[src/rtl/chain_mixer_dose_ctrl.sv]
// Dose/mix sequencer for a chain of mixer stages: sample inlet, per-stage reagent dose + mix hold, drain.
// Optional post-drain flush of every reagent inlet is compiled in with CHAIN_MIXER_FLUSH_EN.
module chain_mixer_dose_ctrl #(
  parameter int N_STAGES = 8,
  parameter int CNT_W    = 8,
  localparam int STG_W   = (N_STAGES > 1) ? $clog2(N_STAGES) : 1
) (
  input  logic                clk,
  input  logic                rst_n,
  input  logic                start,
  input  logic                abort,
  input  logic [CNT_W-1:0]    dose_cycles,
  input  logic [CNT_W-1:0]    mix_cycles,
  output logic                sample_valve,
  output logic [N_STAGES-1:0] reagent_valve,
  output logic                outlet_valve,
  output logic [STG_W-1:0]    stage,
  output logic                busy,
  output logic                done,
  output logic [2:0]          state_dbg
);

  typedef enum logic [2:0] {
    IDLE  = 3'd0,
    LOAD  = 3'd1,
    DOSE  = 3'd2,
    MIX   = 3'd3,
    DRAIN = 3'd4,
`ifdef CHAIN_MIXER_FLUSH_EN
    FLUSH = 3'd5,
`endif
    DONE  = 3'd6
  } state_t;

  state_t             state;
  logic [CNT_W-1:0]   cnt;
  logic [CNT_W-1:0]   dose_lat;
  logic [CNT_W-1:0]   mix_lat;
  logic [CNT_W-1:0]   dose_eff;
  logic [CNT_W-1:0]   mix_eff;
  logic               cnt_last;
  logic               stage_last;

  // A programmed duration of zero still holds each timed state for one cycle.
  function automatic logic [CNT_W-1:0] min1(input logic [CNT_W-1:0] v);
    min1 = (v == '0) ? CNT_W'(1) : v;
  endfunction

  function automatic logic [N_STAGES-1:0] onehot(input logic [STG_W-1:0] idx);
    onehot      = '0;
    onehot[idx] = 1'b1;
  endfunction

  assign dose_eff   = min1(dose_lat);
  assign mix_eff    = min1(mix_lat);
  assign cnt_last   = (cnt == CNT_W'(1));
  assign stage_last = (stage == STG_W'(N_STAGES - 1));
  assign state_dbg  = state;

  always_ff @(posedge clk or negedge rst_n) begin
    if (!rst_n) begin
      state         <= IDLE;
      cnt           <= '0;
      dose_lat      <= '0;
      mix_lat       <= '0;
      stage         <= '0;
      sample_valve  <= 1'b0;
      reagent_valve <= '0;
      outlet_valve  <= 1'b0;
      busy          <= 1'b0;
      done          <= 1'b0;
    end else if (abort) begin
      state         <= IDLE;
      cnt           <= '0;
      stage         <= '0;
      sample_valve  <= 1'b0;
      reagent_valve <= '0;
      outlet_valve  <= 1'b0;
      busy          <= 1'b0;
      done          <= 1'b0;
    end else begin
      case (state)
        IDLE: begin
          done  <= 1'b0;
          stage <= '0;
          if (start) begin
            dose_lat     <= dose_cycles;
            mix_lat      <= mix_cycles;
            cnt          <= min1(dose_cycles);
            sample_valve <= 1'b1;
            busy         <= 1'b1;
            state        <= LOAD;
          end
        end
        LOAD: begin
          if (cnt_last) begin
            sample_valve  <= 1'b0;
            reagent_valve <= onehot('0);
            cnt           <= dose_eff;
            state         <= DOSE;
          end else begin
            cnt <= cnt - CNT_W'(1);
          end
        end
        DOSE: begin
          if (cnt_last) begin
            reagent_valve <= '0;
            cnt           <= mix_eff;
            state         <= MIX;
          end else begin
            cnt <= cnt - CNT_W'(1);
          end
        end
        MIX: begin
          if (cnt_last) begin
            cnt <= dose_eff;
            if (stage_last) begin
              outlet_valve <= 1'b1;
              state        <= DRAIN;
            end else begin
              stage         <= stage + STG_W'(1);
              reagent_valve <= onehot(stage + STG_W'(1));
              state         <= DOSE;
            end
          end else begin
            cnt <= cnt - CNT_W'(1);
          end
        end
        DRAIN: begin
          if (cnt_last) begin
`ifdef CHAIN_MIXER_FLUSH_EN
            // Outlet stays open while every reagent inlet is flushed.
            reagent_valve <= '1;
            cnt           <= dose_eff;
            state         <= FLUSH;
`else
            outlet_valve <= 1'b0;
            done         <= 1'b1;
            cnt          <= '0;
            state        <= DONE;
`endif
          end else begin
            cnt <= cnt - CNT_W'(1);
          end
        end
`ifdef CHAIN_MIXER_FLUSH_EN
        FLUSH: begin
          if (cnt_last) begin
            reagent_valve <= '0;
            outlet_valve  <= 1'b0;
            done          <= 1'b1;
            cnt           <= '0;
            state         <= DONE;
          end else begin
            cnt <= cnt - CNT_W'(1);
          end
        end
`endif
        DONE: begin
          done  <= 1'b0;
          busy  <= 1'b0;
          stage <= '0;
          state <= IDLE;
        end
        default: begin
          state         <= IDLE;
          cnt           <= '0;
          stage         <= '0;
          sample_valve  <= 1'b0;
          reagent_valve <= '0;
          outlet_valve  <= 1'b0;
          busy          <= 1'b0;
          done          <= 1'b0;
        end
      endcase
    end
  end

endmodule

[config.mk]
export PLATFORM = sky130hd
export DESIGN_NAME = chain_mixer_dose_ctrl
export DESIGN_NICKNAME = d
export VERILOG_FILES = /design/src/rtl/chain_mixer_dose_ctrl.sv
export SDC_FILE = /design/constraint.sdc
export NUM_CORES = 1
export LEC_CHECK = 0
export BUFFER_PORTS_ARGS = -buffer_cell sky130_fd_sc_hd__buf_2
export CAP_MARGIN = 5
export CORE_ASPECT_RATIO = 2
export CORE_MARGIN = 5
export CORE_UTILIZATION = 56
export DETAILED_ROUTE_END_ITERATION = 8
export MAX_ROUTING_LAYER = met4
export PLACE_DENSITY = 0.83
export SLEW_MARGIN = 20
export SYNTH_ARGS = -nofsm -noshare
export SYNTH_HDL_FRONTEND = slang
export SYNTH_SLANG_ARGS = --single-unit
[constraint.sdc]
create_clock -name clk -period 2.5 [get_ports clk]
set_input_delay 0.5 -clock clk [delete_from_list [all_inputs] [get_ports clk]]
set_output_delay 0.5 -clock clk [all_outputs]
set_load 0.01 [all_outputs]
==> results of run 1 <==
-- layout make-up --
| type | instances | area (sq um) | share of cell area [%] |
|---|---|---|---|
| inverter | 6 | 22.5 | 0.849 |
| multi-input combinational | 202 | 1150 | 43.4 |
| timing repair buffer | 46 | 253 | 9.53 |
| sequential | 42 | 1050 | 39.6 |
| tap | 52 | 65.1 | 2.45 |
| clock inverter | 2 | 37.5 | 1.42 |
| clock buffer | 6 | 72.6 | 2.74 |
-- where the power goes --
group,total [mW],switching (mW),internal [mW]
sequential,1.07,0.208,0.860
combinational,0.933,0.527,0.407
clock,0.532,0.234,0.298
total,2.53,0.969,1.56
-- layer usage --
layer  up-vias  wire length (um)  GRT usage [%]  part of all wire (%)
met5         -                 0              -                     0
met4         0               282           14.4                   5.1
li1        999                 -              -                     -
met2        51              2880           36.6                    52
met1       982              2110           28.7                    38
met3        20               240           5.05                   4.4
-- final timing paths --
check	from	cells past startpoint	to	slack, ns
max in group asynchronous	rst_n	2	mix_lat[7]	1.88
hold reg to reg	mix_lat[0]	2	mix_lat[0]	0.48
setup / recovery	cnt[5]	4	reagent_valve[0]	0.31
min in group clk	mix_cycles[1]	3	mix_lat[1]	0.39
hold / removal	rst_n	2	cnt[6]	0.25
setup reg to reg	cnt[5]	4	reagent_valve[0]	0.31
-- sequential cells by signal, summed over array words and instances, names as in the netlist --
register / count
state_dbg: 3
mix_lat: 8
outlet_valve: 1
stage: 3
cnt: 8
sample_valve: 1
reagent_valve: 8
busy: 1
done: 1
dose_lat: 8
-- logic make-up (layout without fill, tap and decap cells) --
logic type / after synthesis / in the layout / synth area share (%)
simple gates: 132 / 132 / 26.3
compound gates: 54 / 54 / 16.4
flops: 42 / 42 / 46.0
buf+inv: 20 / 60 / 3.72
mux: 8 / 8 / 3.94
fa+ha+maj: 4 / 4 / 2.19
xor+xnor: 4 / 4 / 1.53
-- synth_stat cells, types with 2 or more instances --
library cell	number
nand2_1	71
dfrtp_1	42
nor2_1	17
nor3_1	14
a21oi_1	13
clkbuf_1	9
o21ai_0	9
mux2_2	8
a22oi_1	6
inv_1	6
nand3_1	6
nor3b_1	5
ha_1	4
nand2b_1	4
nor4_1	4
o211ai_1	4
a211oi_1	3
a221oi_1	3
or4_1	3
xor2_1	3
a211o_1	2
buf_1	2
buf_2	2
nor2b_1	2
o21bai_1	2
o32ai_1	2
or3_1	2
-- cell usage in the layout (no fill, tap or decap), types with 6 or more instances in the layout --
cell / Yosys / routed
o21ai_0: 9 / 9
dfrtp_1: 42 / 42
nand3_1: 6 / 6
inv_1: 6 / 6
a21oi_1: 13 / 13
a22oi_1: 6 / 6
buf_4: 0 / 9
nor2_1: 17 / 17
mux2_2: 8 / 8
nor3_1: 14 / 14
buf_2: 2 / 37
nand2_1: 71 / 71
-- stage by stage --
stage	instances	utilization [%]
after global placement	348	62.8
final	356	65.5
after floorplan	264	-
after detailed placement	348	62.8
after CTS	356	65.5
after global routing	356	65.5
==> key figures, run 1 <==
Status
  – Outcome: finished clean

Drt
  – WL per Instance: 15.5 um
  – Via density: 5.76
  – DR iter-0 viols: 69
  – DRC: 0
  – Drt total wl: 5.51 mm
  – Detail Route Antenna Nets: 0
  – Pre-antenna DRT Iters: 4
  – Vias: 2052

Final layout
  – Layout cells sized above 1: 21.1%
  – Post-Layout Inst Area: 2650 sq um
  – Diodes inserted: 0
  – Fill count: 374
  – NumNets Final: 327
  – Area grow syn2layout: 16.0%

Critical path
  – Buffers & Inverters on Critical Path: 0
  – Crit Path Class: reg -> reg
  – Critical Path End Type: flip-flop
  – CP cell instances: or4_1 -> or3_4 -> o21ai_4 -> mux2_2
  – Req. time, crit path: 2.69 ns
  – Crit Path Max Fanout: 12
  – Top delay family on crit path: simple AND/OR/NAND/NOR gates
  – Startpoint types: flip-flop
  – Slowest cell delay on critical path: 0.55 ns
  – Worst endpoint data arrival time: 2.38 ns
  – CP max stage cell: or4_1

Power
  – Pwr/cell area: 955 nW/um^2
  – VDD IR max: 628 uV
  – Total Power: 2.53 mW
  – Lkg Pwr: 1.32 nW

Floorplanning
  – Starting density of the core: 56.5%
  – Full die area: 5540 sq um
  – Die Y-Extent: 100 um
  – Floorplan core area: 4050 sq um
  – Die span in x: 55.2 um
  – I/O pins: 38
  – Row Count: 33

Clocking
  – CTS max path bufs: 2
  – Worst-path clk slew: 0.08 ns
  – Post-CTS setup buffers: 0
  – Sinks on Clock Net: 42
  – Clk Latency, worst-skew pair: 0.30 ns
  – CTS tree: done
  – H-Tree Level Count: 2
  – TritonCTS Buffers: 5
  – CTS resizes: 0
  – Cts hold-fix bufs: 0
  – CTS Root Buffer Type: clkbuf_8

Yosys
  – Register area share after synthesis: 46.0%
  – Synthesized net count: 288
  – Synth Register Bits: 42
  – Count of different cell masters after synthesis: 43
  – Cells after Synth: 264
  – Mapped Area: 2290 sq um
  – Synth area leader: dfrtp_1
  – Synth warnings: 0
  – Prevailing post-synth register cell: dfrtp_1
  – Syn avg cell area: 8.66 sq um
  – Synth async-reset ratio: 100%
  – Share of the synthesized area in the top cell type: 46.0%
  – EDFF count, synth: 0
  – Synth area leaders: dfrtp_1 46%, nand2_1 12%, mux2_2 3.9%

STA
  – Max Clock Freq: 457 MHz
  – Setup violations, final: 0
  – Worst slew pin tran: 0.525 ns
  – Hold slack: 0.249 ns
  – Unrepaired setup endpoints after global routing: no
  – TNS Setup: 0 ns
  – Rel. slew slack: 65.0%
  – Final hold vios: 0
  – Post-route clock period utilization: 87.5%
  – Final worst slack: 0.312 ns
  – Max-slew violation count: 0
  – Clock skew: 0.00995 ns
  – Minimum clock period: 2.19 ns

Placement
  – DP Area: 2540 sq um
  – DP Wirelength: 4.13 mm
  – Port Buf Inserts: 37
  – Pre-CTS setup slack: 0.312 ns
  – Placer congestion estimate: 0.896

GRT
  – Pin count of the biggest net entering global routing: 43
  – Grt ovf: 0
  – Number of global-route vias before repair: 2046
  – Antenna violations before repair: 0
  – First-pass GRT wire length: 9.49 mm
  – GRT Util Overall: 24.2%

Flow run
  – MaxCap Viol Count: 0

Hold path
  – Tightest Hold Check Type: in -> async
(Power assumes the default switching activity.)
==> inputs of run 2 (changes only) <==
--- a/config.mk
+++ b/config.mk
@@ -5,12 +5,12 @@
 export SDC_FILE = /design/constraint.sdc
 export NUM_CORES = 1
 export LEC_CHECK = 0
-export BUFFER_PORTS_ARGS = -buffer_cell sky130_fd_sc_hd__buf_2
 export CAP_MARGIN = 5
 export CORE_ASPECT_RATIO = 2
 export CORE_MARGIN = 5
-export CORE_UTILIZATION = 56
+export CORE_UTILIZATION = 63
 export DETAILED_ROUTE_END_ITERATION = 8
+export DONT_BUFFER_PORTS = 1
 export MAX_ROUTING_LAYER = met4
 export PLACE_DENSITY = 0.83
 export SLEW_MARGIN = 20
==> run 2 against run 1 <==
  * Cell count is 11% lower
  * Worst setup slack got worse by 0.022 ns
  * First-iteration DRC count increased by 39%
  * Combinational power down 4.7%
  * Non-clock buffer count fell by 36
  * Maximum frequency fell by 1.0%
  * Sequential cell count unchanged
  * Via count decreased by 2.0%
  * Critical path depth stayed put
  * Clock skew shrank 0.0031 ns
==> key figures, run 2 (synthesis gave the netlist of run 1 again) <==
STA
  – Post-route clock period utilization: 88.4% (+0.88 points)
  – TNS Setup: 0 ns (unchanged)
  – Max-slew violation count: 0 (unchanged)
  – Hold slack: 0.0393 ns (-0.210 ns)
  – Final hold vios: 0 (unchanged)
  – Unrepaired setup endpoints after global routing: no
  – Final worst slack: 0.290 ns (-0.0221 ns)
  – Minimum clock period: 2.21 ns (+0.0221 ns)
  – Max Clock Freq: 452 MHz (-1.0%)
  – Worst slew pin tran: 0.507 ns (-0.0179 ns)
  – Rel. slew slack: 66.1% (+1.1 points)
  – Clock skew: 0.00682 ns (-0.00312 ns)
  – Setup violations, final: 0 (unchanged)

Drt
  – WL per Instance: 18.6 um (+20%)
  – DR iter-0 viols: 96 (+39%)
  – DRC: 0 (unchanged)
  – Via density: 6.34 (+10%)
  – Drt total wl: 5.88 mm (+6.7%)
  – Pre-antenna DRT Iters: 4 (unchanged)
  – Vias: 2010 (-2.0%)
  – Detail Route Antenna Nets: 0 (unchanged)

Clocking
  – Worst-path clk slew: 0.08 ns (about the same)
  – CTS tree: done
  – TritonCTS Buffers: 5 (unchanged)
  – Sinks on Clock Net: 42 (unchanged)
  – CTS resizes: 0 (unchanged)
  – Clk Latency, worst-skew pair: 0.30 ns (about the same)
  – CTS max path bufs: 2 (unchanged)
  – CTS Root Buffer Type: clkbuf_8
  – Cts hold-fix bufs: 1 (+1)
  – H-Tree Level Count: 2 (unchanged)
  – Post-CTS setup buffers: 0 (unchanged)

Floorplanning
  – Die span in x: 52.6 um (-4.7%)
  – Starting density of the core: 64.1% (+7.6 points)
  – Floorplan core area: 3570 sq um (-12%)
  – I/O pins: 38 (unchanged)
  – Row Count: 31 (-6.1%)
  – Die Y-Extent: 95.2 um (-5.2%)
  – Full die area: 5010 sq um (-9.6%)

GRT
  – Number of global-route vias before repair: 2135 (+4.3%)
  – Grt ovf: 0 (unchanged)
  – Pin count of the biggest net entering global routing: 43 (unchanged)
  – First-pass GRT wire length: 9.77 mm (+2.9%)
  – GRT Util Overall: 27.1% (+2.9 points)
  – Antenna violations before repair: 0 (unchanged)

Critical path
  – Worst endpoint data arrival time: 2.39 ns (about the same)
  – Critical Path End Type: flip-flop
  – Buffers & Inverters on Critical Path: 0 (unchanged)
  – Crit Path Max Fanout: 12 (unchanged)
  – Slowest cell delay on critical path: 0.56 ns (about the same)
  – CP max stage cell: or4_1
  – Top delay family on crit path: simple AND/OR/NAND/NOR gates
  – Req. time, crit path: 2.68 ns (about the same)
  – Startpoint types: flip-flop
  – Crit Path Class: reg -> reg
  – CP cell instances: or4_1 -> or3_4 -> o21ai_4 -> mux2_2

Final layout
  – Layout cells sized above 1: 10.4% (-11 points)
  – Most frequent cells in the layout: 71 x nand2_1, 42 x dfrtp_1, 17 x nor2_1
  – Fin util: 69.1% (+3.6 points)
  – Fill count: 314 (-16%)
  – Area grow syn2layout: 7.94%
  – Post-Layout Inst Area: 2470 sq um (-6.9%)
  – Non-Filler Instances: 317 (-11%)
  – Most common cell after layout, fill and taps aside: nand2_1
  – NumNets Final: 291 (-11%)
  – Diodes inserted: 0 (unchanged)

Status
  – Outcome: finished clean

Power
  – Pwr/cell area: 991 nW/um^2 (+3.7%)
  – Internal Power: 1.48 mW (-5.6%)
  – Net Sw Frac: 39.6% (+1.3 points)
  – Flop pwr share: 44.4% (+2.3 points)
  – Part of the power in the clock network: 19.2% (-1.8 points)
  – VDD IR max: 501 uV (-20%)
  – Total Power: 2.44 mW (-3.5%)
  – Lkg Pwr: 1.16 nW (-12%)
  – Comb power frac: 36.4% (-0.4 points)
  – Psw: 0.968 mW (-0.15%)

Flow run
  – MaxCap Viol Count: 0 (unchanged)

Placement
  – Placer congestion estimate: 0.936 (+4.4%)
  – Pre-CTS setup slack: 0.298 ns (-0.0132 ns)
  – Cell count after placement: 308 (-11%)
  – DP Area: 2350 sq um (-7.4%)
  – DP Wirelength: 4.45 mm (+7.7%)
  – Port Buf Inserts: 0 (-100%)

Hold path
  – Tightest Hold Check Type: in -> async
## run 2: cell types whose count changed in the layout (fill, tap and decap cells not counted)
cell	before	now
buf_12	0	1
buf_2	37	0
clkbuf_8	5	6
inv_6	0	1
clkinvlp_4	1	0
bufinv_16	1	0
## run 2: final cells by class
class	count	area (sq um)	share of cell area, %
multi-input cells	202	1150	46.6
flip-flops and latches	42	1050	42.6
repair buffers	10	87.6	3.55
clock buffers	7	86.3	3.50
well taps	49	61.3	2.48
inverters	6	22.5	0.913
clock inverters	1	8.76	0.355
## run 2: routing by layer
metal | vias to the layer above | GRT usage, % | wire length (um)
li1 | 938 | - | -
met5 | - | - | 0
met3 | 29 | 5.16 | 357
met2 | 72 | 46.7 | 3160
met4 | 0 | 18.6 | 367
met1 | 971 | 26.1 | 2000
## run 2: path summary, 6_finish.rpt
| path | start | end | slack [ns] | depth (start not counted) |
|---|---|---|---|---|
| min in group clk | abort | done | 0.25 | 1 |
| min reg2reg | mix_lat[0] | mix_lat[0] | 0.49 | 2 |
| max in group asynchronous | rst_n | cnt[4] | 2.26 | 1 |
| min | rst_n | dose_lat[2] | 0.04 | 1 |
| max reg2reg | cnt[5] | reagent_valve[4] | 0.29 | 4 |
| max | cnt[5] | reagent_valve[4] | 0.29 | 4 |
## run 2: power groups by stage
stage	logic, mW	clock network, mW	registers (mW)
final	0.889	0.470	1.09
after global routing	1.02	0.500	1.11
after CTS	0.893	0.470	1.08
after detailed placement	0.867	0	1.10
after global placement	0.852	0	1.08
after floorplan	0.710	0	1.01
## run 2: worst reg2reg max path: stages, from the launching register on
cell and delay, ns:
dfrtp_1 0.41, or4_1 0.56, or3_4 0.47, o21ai_4 0.28, mux2_2 0.38
